==> src/rtl/fetch_stage.sv <==
`default_nettype none
// ============================================================================
//  Module   : fetch_stage
//  Purpose  : Instruction-fetch stage of the 5-stage MIPS pipeline. Owns the
//             PC, issues in-order fetch requests over a valid/ready handshake,
//             buffers returning instructions and drives the IF/ID register.
//             Redirects from execute discard all wrong-path fetches.
//  Ports    : clock, reset              - clock, synchronous active-high reset
//             w_stall                   - hold IF/ID and the buffer head
//             w_redirect, w_redirect_pc_32 - taken branch/jump and its target
//             w_imem_req_*              - fetch request (valid/ready/addr)
//             w_imem_rsp_*              - in-order instruction responses
//             w_fd_*                    - IF/ID register towards decode
//  Revision : 1.0 - initial release
// ============================================================================
module fetch_stage #(
    parameter logic [31:0] RESET_PC = 32'h8002_0000,
    parameter int          DEPTH    = 2
) (
    input  logic        clock,
    input  logic        reset,
    input  logic        w_stall,
    input  logic        w_redirect,
    input  logic [31:0] w_redirect_pc_32,
    output logic        w_imem_req_valid,
    output logic [31:0] w_imem_req_addr_32,
    input  logic        w_imem_req_ready,
    input  logic        w_imem_rsp_valid,
    input  logic [31:0] w_imem_rsp_data_32,
    output logic        w_fd_valid,
    output logic        w_fd_nop,
    output logic [31:0] w_fd_pc_32,
    output logic [31:0] w_fd_insn_32
);

    localparam int               c_CNT_W = $clog2(DEPTH + 1);
    localparam logic [c_CNT_W:0] c_DEPTH = (c_CNT_W + 1)'(DEPTH);

    // ------------------------------------------------------------------
    // State
    // ------------------------------------------------------------------
    logic [31:0]        r_pc;
    logic [31:0]        r_inf_pc   [DEPTH];   // PCs of requests awaiting data
    logic [c_CNT_W-1:0] r_inf_cnt;
    logic [31:0]        r_buf_pc   [DEPTH];   // returned but not yet in IF/ID
    logic [31:0]        r_buf_insn [DEPTH];
    logic [c_CNT_W-1:0] r_buf_cnt;
    logic [c_CNT_W-1:0] r_drop_cnt;           // wrong-path responses still due
    logic               r_fd_valid;
    logic [31:0]        r_fd_pc;
    logic [31:0]        r_fd_insn;

    // ------------------------------------------------------------------
    // Combinational control
    // ------------------------------------------------------------------
    logic [c_CNT_W:0]   w_used;
    logic               w_req_valid;
    logic               w_accept;
    logic               w_rsp_live;
    logic               w_rsp_keep;
    logic               w_load;
    logic               w_buf_empty;
    logic               w_bypass;
    logic               w_buf_pop;
    logic               w_buf_push;
    logic [c_CNT_W-1:0] w_inf_base;
    logic [c_CNT_W-1:0] w_buf_base;

    // Credit uses registered counts only: a response arriving this cycle
    // does not free a slot until the next cycle.
    assign w_used      = {1'b0, r_inf_cnt} + {1'b0, r_buf_cnt};
    assign w_req_valid = ~reset & ~w_redirect & (w_used < c_DEPTH);
    assign w_accept    = w_req_valid & w_imem_req_ready;

    // A response with nothing in flight is a protocol violation; ignore it.
    assign w_rsp_live  = w_imem_rsp_valid & (r_inf_cnt != '0);
    // A response coinciding with a redirect belongs to the old path.
    assign w_rsp_keep  = w_rsp_live & (r_drop_cnt == '0) & ~w_redirect;

    assign w_load      = ~w_stall & ~w_redirect;
    assign w_buf_empty = (r_buf_cnt == '0);
    // Skip the buffer only when it is empty, otherwise ordering would break.
    assign w_bypass    = w_rsp_keep & w_buf_empty & w_load;
    assign w_buf_pop   = w_load & ~w_buf_empty;
    assign w_buf_push  = w_rsp_keep & ~w_bypass;

    // Occupancy after this cycle's pop; also the slot index for a push.
    assign w_inf_base  = r_inf_cnt - c_CNT_W'(w_rsp_live);
    assign w_buf_base  = r_buf_cnt - c_CNT_W'(w_buf_pop);

    // ------------------------------------------------------------------
    // Control registers and IF/ID
    // ------------------------------------------------------------------
    always_ff @(posedge clock) begin
        if (reset) begin
            r_pc       <= RESET_PC;
            r_inf_cnt  <= '0;
            r_buf_cnt  <= '0;
            r_drop_cnt <= '0;
            r_fd_valid <= 1'b0;
            r_fd_pc    <= '0;
            r_fd_insn  <= '0;
        end else begin
            r_inf_cnt <= w_inf_base + c_CNT_W'(w_accept);
            if (w_redirect) begin
                r_pc       <= w_redirect_pc_32 & 32'hFFFF_FFFC;
                r_buf_cnt  <= '0;
                // Everything still in flight after this cycle is wrong-path.
                r_drop_cnt <= w_inf_base;
                r_fd_valid <= 1'b0;
                r_fd_pc    <= '0;
                r_fd_insn  <= '0;
            end else begin
                if (w_accept) begin
                    r_pc <= r_pc + 32'd4;
                end
                r_buf_cnt <= w_buf_base + c_CNT_W'(w_buf_push);
                if (w_rsp_live && (r_drop_cnt != '0)) begin
                    r_drop_cnt <= r_drop_cnt - c_CNT_W'(1);
                end
                if (w_load) begin
                    if (!w_buf_empty) begin
                        r_fd_valid <= 1'b1;
                        r_fd_pc    <= r_buf_pc[0];
                        r_fd_insn  <= r_buf_insn[0];
                    end else if (w_bypass) begin
                        r_fd_valid <= 1'b1;
                        r_fd_pc    <= r_inf_pc[0];
                        r_fd_insn  <= w_imem_rsp_data_32;
                    end else begin
                        r_fd_valid <= 1'b0;
                        r_fd_pc    <= '0;
                        r_fd_insn  <= '0;
                    end
                end
            end
        end
    end

    // ------------------------------------------------------------------
    // Queue storage (shift-down FIFOs; counts above give validity)
    // ------------------------------------------------------------------
    always_ff @(posedge clock) begin
        for (int i = 0; i < DEPTH - 1; i++) begin
            if (w_rsp_live) begin
                r_inf_pc[i] <= r_inf_pc[i+1];
            end
            if (w_buf_pop) begin
                r_buf_pc[i]   <= r_buf_pc[i+1];
                r_buf_insn[i] <= r_buf_insn[i+1];
            end
        end
        // Pushes come after the shift so a same-cycle push wins its slot.
        for (int i = 0; i < DEPTH; i++) begin
            if (w_accept && (w_inf_base == c_CNT_W'(i))) begin
                r_inf_pc[i] <= r_pc;
            end
            if (w_buf_push && (w_buf_base == c_CNT_W'(i))) begin
                r_buf_pc[i]   <= r_inf_pc[0];
                r_buf_insn[i] <= w_imem_rsp_data_32;
            end
        end
    end

    // ------------------------------------------------------------------
    // Outputs
    // ------------------------------------------------------------------
    assign w_imem_req_valid   = w_req_valid;
    assign w_imem_req_addr_32 = r_pc;
    assign w_fd_valid         = r_fd_valid;
    assign w_fd_nop           = ~r_fd_valid;
    assign w_fd_pc_32         = r_fd_pc;
    assign w_fd_insn_32       = r_fd_insn;

endmodule
`default_nettype wire
==> config.mk <==
export PLATFORM = sky130hd
export DESIGN_NAME = fetch_stage
export DESIGN_NICKNAME = d
export VERILOG_FILES = /design/src/rtl/fetch_stage.sv
export SDC_FILE = /design/constraint.sdc
export NUM_CORES = 1
export LEC_CHECK = 0
export CORE_ASPECT_RATIO = 0.6
export CORE_MARGIN = 5
export CORE_UTILIZATION = 25
export CTS_BUF_LIST = sky130_fd_sc_hd__clkbuf_2 sky130_fd_sc_hd__clkbuf_4 sky130_fd_sc_hd__clkbuf_8
export DETAILED_ROUTE_END_ITERATION = 10
export GPL_ROUTABILITY_DRIVEN = 1
export HOLD_SLACK_MARGIN = 0.08
export PLACE_DENSITY_LB_ADDON = 0.1
export SETUP_SLACK_MARGIN = 0.02
export SKIP_CTS_REPAIR_TIMING = 1
export SYNTH_ARGS = -nofsm -noshare
export SYNTH_HDL_FRONTEND = slang
export SYNTH_SLANG_ARGS = --single-unit
==> constraint.sdc <==
create_clock -name clock -period 9.29 [get_ports clock]
set_input_delay 1.858 -clock clock [delete_from_list [all_inputs] [get_ports clock]]
set_output_delay 1.858 -clock clock [all_outputs]
set_load 0.03 [all_outputs]
# After elaboration in Yosys (flattened, before gate mapping)
# Memory sizes are Yosys's and may differ from the RTL's.
# Cells that the tools add are included.
[classes]
add_sub_neg = 7
n_lt_le_gt_ge = 1
n_eq_ne = 2
n_mux = 28
bitwise_logic = 20
n_reduce_logical = 15
[ops]
columns = ["cell", "count"]
rows = [
  ["$mux 32", 10],
  ["$add 32x3->32 const B", 1],
  ["$reduce_or 32->1", 1],
  ["$mux 1", 16],
  ["$and 1x1->1", 11],
  ["$logic_not 2->1", 4],
  ["$reduce_bool 2->1", 4],
  ["$not 1->1", 6],
  ["$logic_and 1x1->1", 5],
  ["$add 2x1->2", 2],
  ["$eq 2x1->1 const B", 2],
  ["$mux 2", 2],
  ["$sub 2x1->2", 2],
  ["$add 2x2->3", 1],
  ["$lt 3x2->1 const B", 1],
  ["$or 1x1->1", 3],
  ["$reduce_or 2->1", 1],
  ["$sub 2x1->2 const B", 1],
]
[totals]
reg_bits = 103
ramBits = 192
inputBits = 70
out_inout_bits = 99
memories = 3
[memory_table]
columns = ["name", "depth", "word_bits", "rd", "rd_clocked_by_memory_dff", "write_ports", "line", "rtl"]
rows = [
  ["r_buf_insn", 2, 32, 2, 0, 2, "46", "logic [31:0] r_buf_insn [DEPTH];"],
  ["r_buf_pc", 2, 32, 2, 0, 2, "45", "logic [31:0] r_buf_pc [DEPTH];"],
  ["r_inf_pc", 2, 32, 2, 0, 1, "43", "logic [31:0] r_inf_pc [DEPTH];"],
]

# Depth between registers and ports, before layout
# Gate-level depths: netlist of run 1.
[depth]
word_depth = 12
depth_mapped = 11
mapped_depth_nobuf = 8

# Worst setup path after synthesis of run 1
# Ideal clock, no wire load.
[synth_path]
kind = "input port to flip-flop"
start = "input port w_redirect"
end = "memory r_buf_insn[0][0] (enable)"
arrival_time_ns = 7.005
required_ns = 8.722
setup_slack_ns = 1.717
stages = 5
n_path_buf = 3
cell_sequence = "or2_0 -> clkbuf_1 -> clkbuf_1 -> clkbuf_1 -> o21ai_0"
[synth_rtl]
columns = ["item", "line", "rtl"]
rows = [
  ["start: declaration", "23", "input logic w_redirect,"],
  ["end: declaration", "46", ""],
]

# Worst setup path in the final report of run 1
[layout_path]
start = "input port reset"
end = "output port w_imem_req_valid"
[layout_via]
elab_chain_cells = 3
[layout_rtl]
columns = ["item", "line", "rtl"]
rows = [
  ["start: declaration", "21", "input logic reset,"],
  ["$not 1->1", "72", "assign w_req_valid = ~reset & ~w_redirect & (w_used < c_DEPTH);"],
  ["$and 1x1->1 (2 in series)", "72", ""],
  ["end: declaration", "25", "output logic w_imem_req_valid,"],
]
# Every way passes these cells.

==> results.md, run 1 <==
- Pins Over Slew Limit: 0
- Core area: roughly 45000 sq um
- Cells after synthesis: between 700 and 800
- Fin crit share: roughly 61%
- Area added between synthesis and finish: 29.4%
- # DRC: 0
- Largest net degree at the start of global routing: just under 70
- Cell family with the largest share of critical-path delay: buffers and inverters
- Fill count: between 4000 and 5000
- Synth area leader: edfxtp_1
- Post-synth ARST share: 0%
- Synth Flop Type: edfxtp_1
- Crit path buffers/inverters: 3
- DP HPWL: around 19 mm
- Seq/Total Area, Yosys: 67.2%
- Met3 Usage GRT: just under 3%
- Worst setup EP type: primary output
- IO Port Bufs: 162
- Crit-path max cell delay: about 0.73 ns
- Seq cells post-synth: around 280
- GPL Wtd Cong: about 0.70
- Fin. Hold Viols: 0
- # rows: 60
- Clock Skew: about 0.025 ns
- Vias: roughly 7300
- First-pass GRT wire length: ~49 mm
- Hold/Removal Path Class: flop to flop
- Achievable Freq: approximately 0.18 GHz
- Critical Path Source Type: primary input
- Initial antenna violation count: 1
- Fin crit period: roughly 5.7 ns
- CTS tree: built
- Avg Inst Size Synth: approximately 14 sq um
- Pre-CTS WS: between 3 and 4 ns
- CP max FO: 37
- Number of synthesis warnings: 0
- Final setup fails: 0
- Area contributors post-synth: edfxtp_1 (49%), dfxtp_1 (18%), mux2_2 (6.7%)
- Total wire length: ~32 mm
- Num CTS Buffers: between 40 and 50
- WP data required: between 7 and 8 ns
- CTS Buffer Depth: 3
- Yosys top cell area share: 49.5%
- Global Route Usage Sum: 12.8%
- Clk slew on worst S/H paths: 0.06 ns
- Slew margin rel.: roughly 22%
- Starting Density: roughly 25%
- Status: finished clean
- Root buf cell: clkbuf_8
- Final-stage net count: between 1000 and 1500
- DIE HEIGHT: 174 microns
- Unrepaired setup endpoints after global routing: no
- Fraction of layout cells with a size suffix above 1: 20.2%
- Worst Tran Pin Value: 1.16 ns
- Synthesized area: about 11000 sq um
- M1 GR Usage: about 18%
- Chip width: 283 microns
- Routed len/inst: a little over 20 microns
- Crit path cell chain: clkdlybuf4s50_1 > buf_4 > or2_4 > nor3_1 > clkdlybuf4s50_1
- Leak pwr: 4.95 nW
- Final setup TNS: 0 ns
- Vias in the first global route: approximately 7500
- # H-tree levels: 2
- Antenna viol nets, final: 0
- EDFF count, synth: ~180
- Crit path top cell by count: clkdlybuf4s50_1
- Setup CP Type: primary input to primary output
- Max cap viols: 0
- Gr ovfl total: 0
- Max VDD drop: 107 uV
- CTS sink cnt: approximately 280
- Overall die area: 49200 sq um
- GR peak layer: met2
- CP arrival: between 3 and 4 ns
- 1st-iter DRT viols: approximately 530
- PD cells: 212 nW/um^2
- Drt via density: approximately 4.6
- M2 GR Usage: between 20% and 30%
- Ports: 169
- Detailed Routing Iterations Pass 1: 5
- Post-synth cell types: 50
- Clock Latency Late Sink: slightly below 0.6 ns
- Crit-path slowest cell: clkdlybuf4s50_1
- Fin worst setup slack: between 3 and 4 ns
==> worst reg2reg max path, delay by kind of cell, from the launching register on <==
family        cells  cell delay, ns
buf+inv           2            0.57
simple gates      4            1.76
flops             1            0.47
fa+ha+maj         1            0.50
==> cell type report <==
type | instances | area [sq um] | share of cell area [%]
clock buffer | 78 | 936 | 6.47
timing repair buffer | 176 | 1720 | 11.9
clock inverter | 12 | 87.6 | 0.606
tap | 589 | 737 | 5.10
sequential | 283 | 7510 | 51.9
inverter | 26 | 97.6 | 0.675
antenna | 1 | 2.50 | 0.0173
multi-input combinational | 429 | 3370 | 23.3
==> kinds of logic (layout without fill, tap and decap cells) <==
kind of cell	count (synthesis)	count (layout)	synth area share [%]
XOR/XNOR	30	30	2.35
buffers and inverters	81	292	3.21
adder cells (fa/ha/maj)	7	7	0.851
other	1	5	0.0336
AND/OR/NAND/NOR	175	175	7.48
multiplexers	94	94	10.2
AO/OA/AOI/OAI	119	119	8.69
flip-flops	283	283	67.2
==> state kept, by name, summed over array words and instances, names as in the netlist <==
register            cells
w_fd_valid              1
r_buf_pc               60
r_drop_cnt              2
r_buf_cnt               2
r_inf_cnt               2
w_fd_pc_32             30
r_inf_pc               60
w_fd_insn_32           32
r_buf_insn             64
w_imem_req_addr_32     30
==> metrics by stage <==
step	std cells	hold slack, ns	power [mW]	util (%)	instance area, sq um
after floorplan	793	0.447	1.74	-	11200
after global placement	1503	0.471	1.90	30.2	13400
after detailed placement	1503	0.472	1.90	30.2	13400
after CTS	1593	0.476	3.13	32.5	14500
after global routing	1594	0.489	3.22	32.5	14500
final	1594	0.479	3.06	32.5	14500
==> cell usage in the layout (no fill, tap or decap), types with 6 or more instances in the layout <==
cell / netlist / routed
mux2_4: 23 / 23
buf_4: 4 / 14
o21ai_0: 8 / 7
dfxtp_1: 99 / 99
nand4_1: 13 / 13
ha_1: 6 / 6
clkdlybuf4s50_1: 0 / 161
mux2_2: 66 / 66
nor2_1: 88 / 87
clkbuf_8: 0 / 56
inv_1: 26 / 26
xnor2_1: 23 / 23
nand3_1: 12 / 12
nor3_1: 9 / 9
edfxtp_1: 184 / 184
xor2_1: 7 / 7
a222oi_1: 62 / 62
nor2b_1: 6 / 6
a21oi_1: 24 / 24
o21a_1: 14 / 14
clkbuf_4: 0 / 22
nand2_1: 22 / 21
==> worst paths after layout <==
path / start / endpoint / slack (ns) / cells after the start
max: reset / w_imem_req_valid / 3.62 / 5
min: r_inf_pc[0][26] / r_buf_pc[0][58] / 0.48 / 0
max reg2reg: r_buf_cnt[0] / r_inf_pc[0][2] / 5.59 / 7
min reg2reg: r_inf_pc[0][26] / r_buf_pc[0][58] / 0.48 / 0
==> synth_stat cells, drive strengths merged (2+ instances only) <==
master    n
ha        6
and2      2
nor2b     6
xor2      7
nand3    12
mux2     89
buf      15
mux2i     5
nor3     10
or3b      2
dfxtp    99
o22ai     2
inv      26
or2       2
and3      3
a211oi    2
nand2    22
nand4    13
clkbuf   40
edfxtp  184
a21oi    24
a222oi   62
o21ai     8
xnor2    23
nor4      8
nor2     88
nor3b     2
o21a     14
==> report_power, final <==
group          internal, mW  switching (mW)
clock network         0.667           0.527
logic                 0.145           0.209
registers              1.45          0.0581
total                  2.26           0.794
==> per-layer routing <==
metal	part of all wire [%]	vias up
li1	-	3390
met1	47	3669
met2	46	170
met3	5.0	44
met4	1.6	0
met5	0	-
Note: power is estimated with default switching activity, not from simulation.
==> run 2, diff against run 1 <==
- clock period: 9.29 -> 5.1 ns (I/O delays scaled with it)
==> results.md, run 2 (synthesis results as in run 1) <==
- Commonest non-fill, non-tap cells in the layout: edfxtp_1 (184), clkdlybuf4s50_1 (160), dfxtp_1 (99), nor2_1 (87), mux2_2 (66)
- Achievable Freq: 0.279 GHz
- Vias in the first global route: 7593 (+1.1%)
- Detailed Routing Iterations Pass 1: 5 (unchanged)
- # rows: 60 (unchanged)
- Critical Path Source Type: flop
- Fin crit share: 70.2%
- Register area: 7510 sq um (unchanged)
- Final setup TNS: 0 ns (unchanged)
- Util after Layout: 32.3% (-0.13 points)
- Final-stage net count: 1043 (+0.19%)
- Clock Latency Late Sink: 0.57 ns (about the same)
- FF-to-FF setup slack: 1.52 ns (-4.07 ns)
- CP max FO: 34 (-8.1%)
- Overall die area: 49200 sq um (unchanged)
- Starting Density: 25.1% (unchanged)
- Core area: 44500 sq um (unchanged)
- WP data required: 5.29 ns (-2.14 ns)
- Fraction of layout cells with a size suffix above 1: 19.7% (-0.56 points)
- Slew margin rel.: 21.5% (-0.30 points)
- CTS tree: built
- Reg with most FFs: r_buf_insn
- Pins Over Slew Limit: 0 (unchanged)
- CP arrival: 3.77 ns (-0.04 ns)
- Unrepaired setup endpoints after global routing: no
- Drt via density: 4.57 (+0.20%)
- Worst reg2reg startpoint: r_buf_cnt[0]
- Global Route Usage Sum: 12.8% (about the same)
- Worst Tran Pin Value: 1.17 ns (+0.00341 ns)
- Setup CP Type: flop to flop
- Seq pwr share: 51.1% (+1.7 points)
- First-pass GRT wire length: 49.0 mm (-0.13%)
- Combinational share of power: 12.1% (+0.5 points)
- Hold/Removal Path Class: flop to flop
- Clk slew on worst S/H paths: 0.06 ns (about the same)
- Sw Pwr: 1.41 mW (+78%)
- # H-tree levels: 2 (unchanged)
- Root buf cell: clkbuf_8
- Max reg flops: 64 (unchanged)
- 1st-iter DRT viols: 598 (+12%)
- Worst setup endpoint: r_inf_pc[0][25]
- Ports: 169 (unchanged)
- IO Port Bufs: 162 (unchanged)
- Final setup fails: 0 (unchanged)
- Vias: 7283 (+0.14%)
- Cells on worst reg2reg path: 7 (unchanged)
- DP HPWL: 19.6 mm (+2.8%)
- Fill count: 4442 (+0.95%)
- CTS Buffer Depth: 3 (unchanged)
- Status: finished clean
- Area added between synthesis and finish: 28.9%
- Switching Fraction: 26.2% (+0.27 points)
- Commonest non-fill, non-tap cell in the layout: edfxtp_1
- Antenna viol nets, final: 0 (unchanged)
- Clock Skew: 0.0192 ns (-0.00631 ns)
- Leak pwr: 4.90 nW (-0.88%)
- Reg2reg end: r_inf_pc[0][25]
- Fin. Hold Viols: 0 (unchanged)
- PD cells: 374 nW/um^2 (+77%)
- CTS sink cnt: 283 (unchanged)
- Largest net degree at the start of global routing: 69 (unchanged)
- Chip width: 283 microns (unchanged)
- Top Registers: r_buf_insn: 64 flops, r_buf_pc: 60 flops, r_inf_pc: 60 flops
- Cells after DPL: 1507 (+0.27%)
- # DRC: 0 (unchanged)
- Clock share of power: 36.8% (-2.2 points)
- Hold_sp: w_fd_valid
- Multi-input logic area: 3380 sq um (+0.26%)
- Worst setup startpoint: r_buf_cnt[0]
- Num CTS Buffers: 46 (-4.2%)
- Gr ovfl total: 0 (unchanged)
- Internal power: 3.98 mW (+76%)
- Max cap viols: 0 (unchanged)
- GPL Wtd Cong: 0.713 (+1.8%)
- Final std cells w/o fill: 1593 (-0.063%)
- Max VDD drop: 147 uV (+37%)
- Total wire length: 32.3 mm (+0.58%)
- Fin crit period: 3.58 ns
- Worst setup EP type: flop
- DIE HEIGHT: 174 microns (unchanged)
- Initial antenna violation count: 2 (+1)
- Routed len/inst: 20.3 microns (+0.64%)
-- run 2: cell type report --
cell class              instances  share of cell area, %
diodes                          2                 0.0348
clock buffers                  74                   5.99
clock inverters                10                  0.287
inverters                      26                  0.678
multi-input cells             429                   23.4
flip-flops and latches        283                   52.1
well taps                     589                   5.12
repair buffers                180                   12.3
-- run 2: critical path, stage by stage, from the launching register on --
cell	delay [ns]
dfxtp_1	0.46
inv_1	0.10
nor2_1	0.14
fa_1	0.48
or3b_1	0.55
or4_4	0.85
nand2_1	0.16
buf_4	0.46
-- run 2: power by group through the flow --
stage,combinational [mW],sequential [mW],clock (mW)
after floorplan,0.371,2.80,0
after global placement,0.669,2.81,0
after detailed placement,0.670,2.81,0
after CTS,0.673,2.76,2.09
after global routing,0.715,2.77,2.20
final,0.654,2.75,1.98
-- run 2: metal layers --
layer,share of wire (%),vias to the layer above,global-route usage [%]
met5,0,-,0
met4,2.3,0,3.46
met3,4.5,47,2.96
met2,43,155,19.6
met1,50,3690,18.4
li1,-,3391,-
-- run 2: per-stage QoR --
step	setup slack [ns]	instance area [sq um]	power, mW	hold WS, ns
floorplan	0.712	11200	3.17	0.447
global placement	0.968	13500	3.47	0.468
detailed placement	0.933	13500	3.47	0.468
CTS	1.48	14400	5.52	0.487
global route	1.34	14400	5.68	0.505
finish	1.52	14400	5.39	0.480
-- run 2: worst min path at each step --
stage | cells past startpoint | slack (ns) | to
global route | 0 | 0.51 | r_buf_pc[0][59]
CTS | 2 | 0.49 | w_fd_valid
floorplan | 0 | 0.45 | r_buf_pc[0][34]
global placement | 2 | 0.47 | w_fd_valid
detailed placement | 0 | 0.47 | r_buf_pc[0][59]
finish | 2 | 0.48 | w_fd_valid
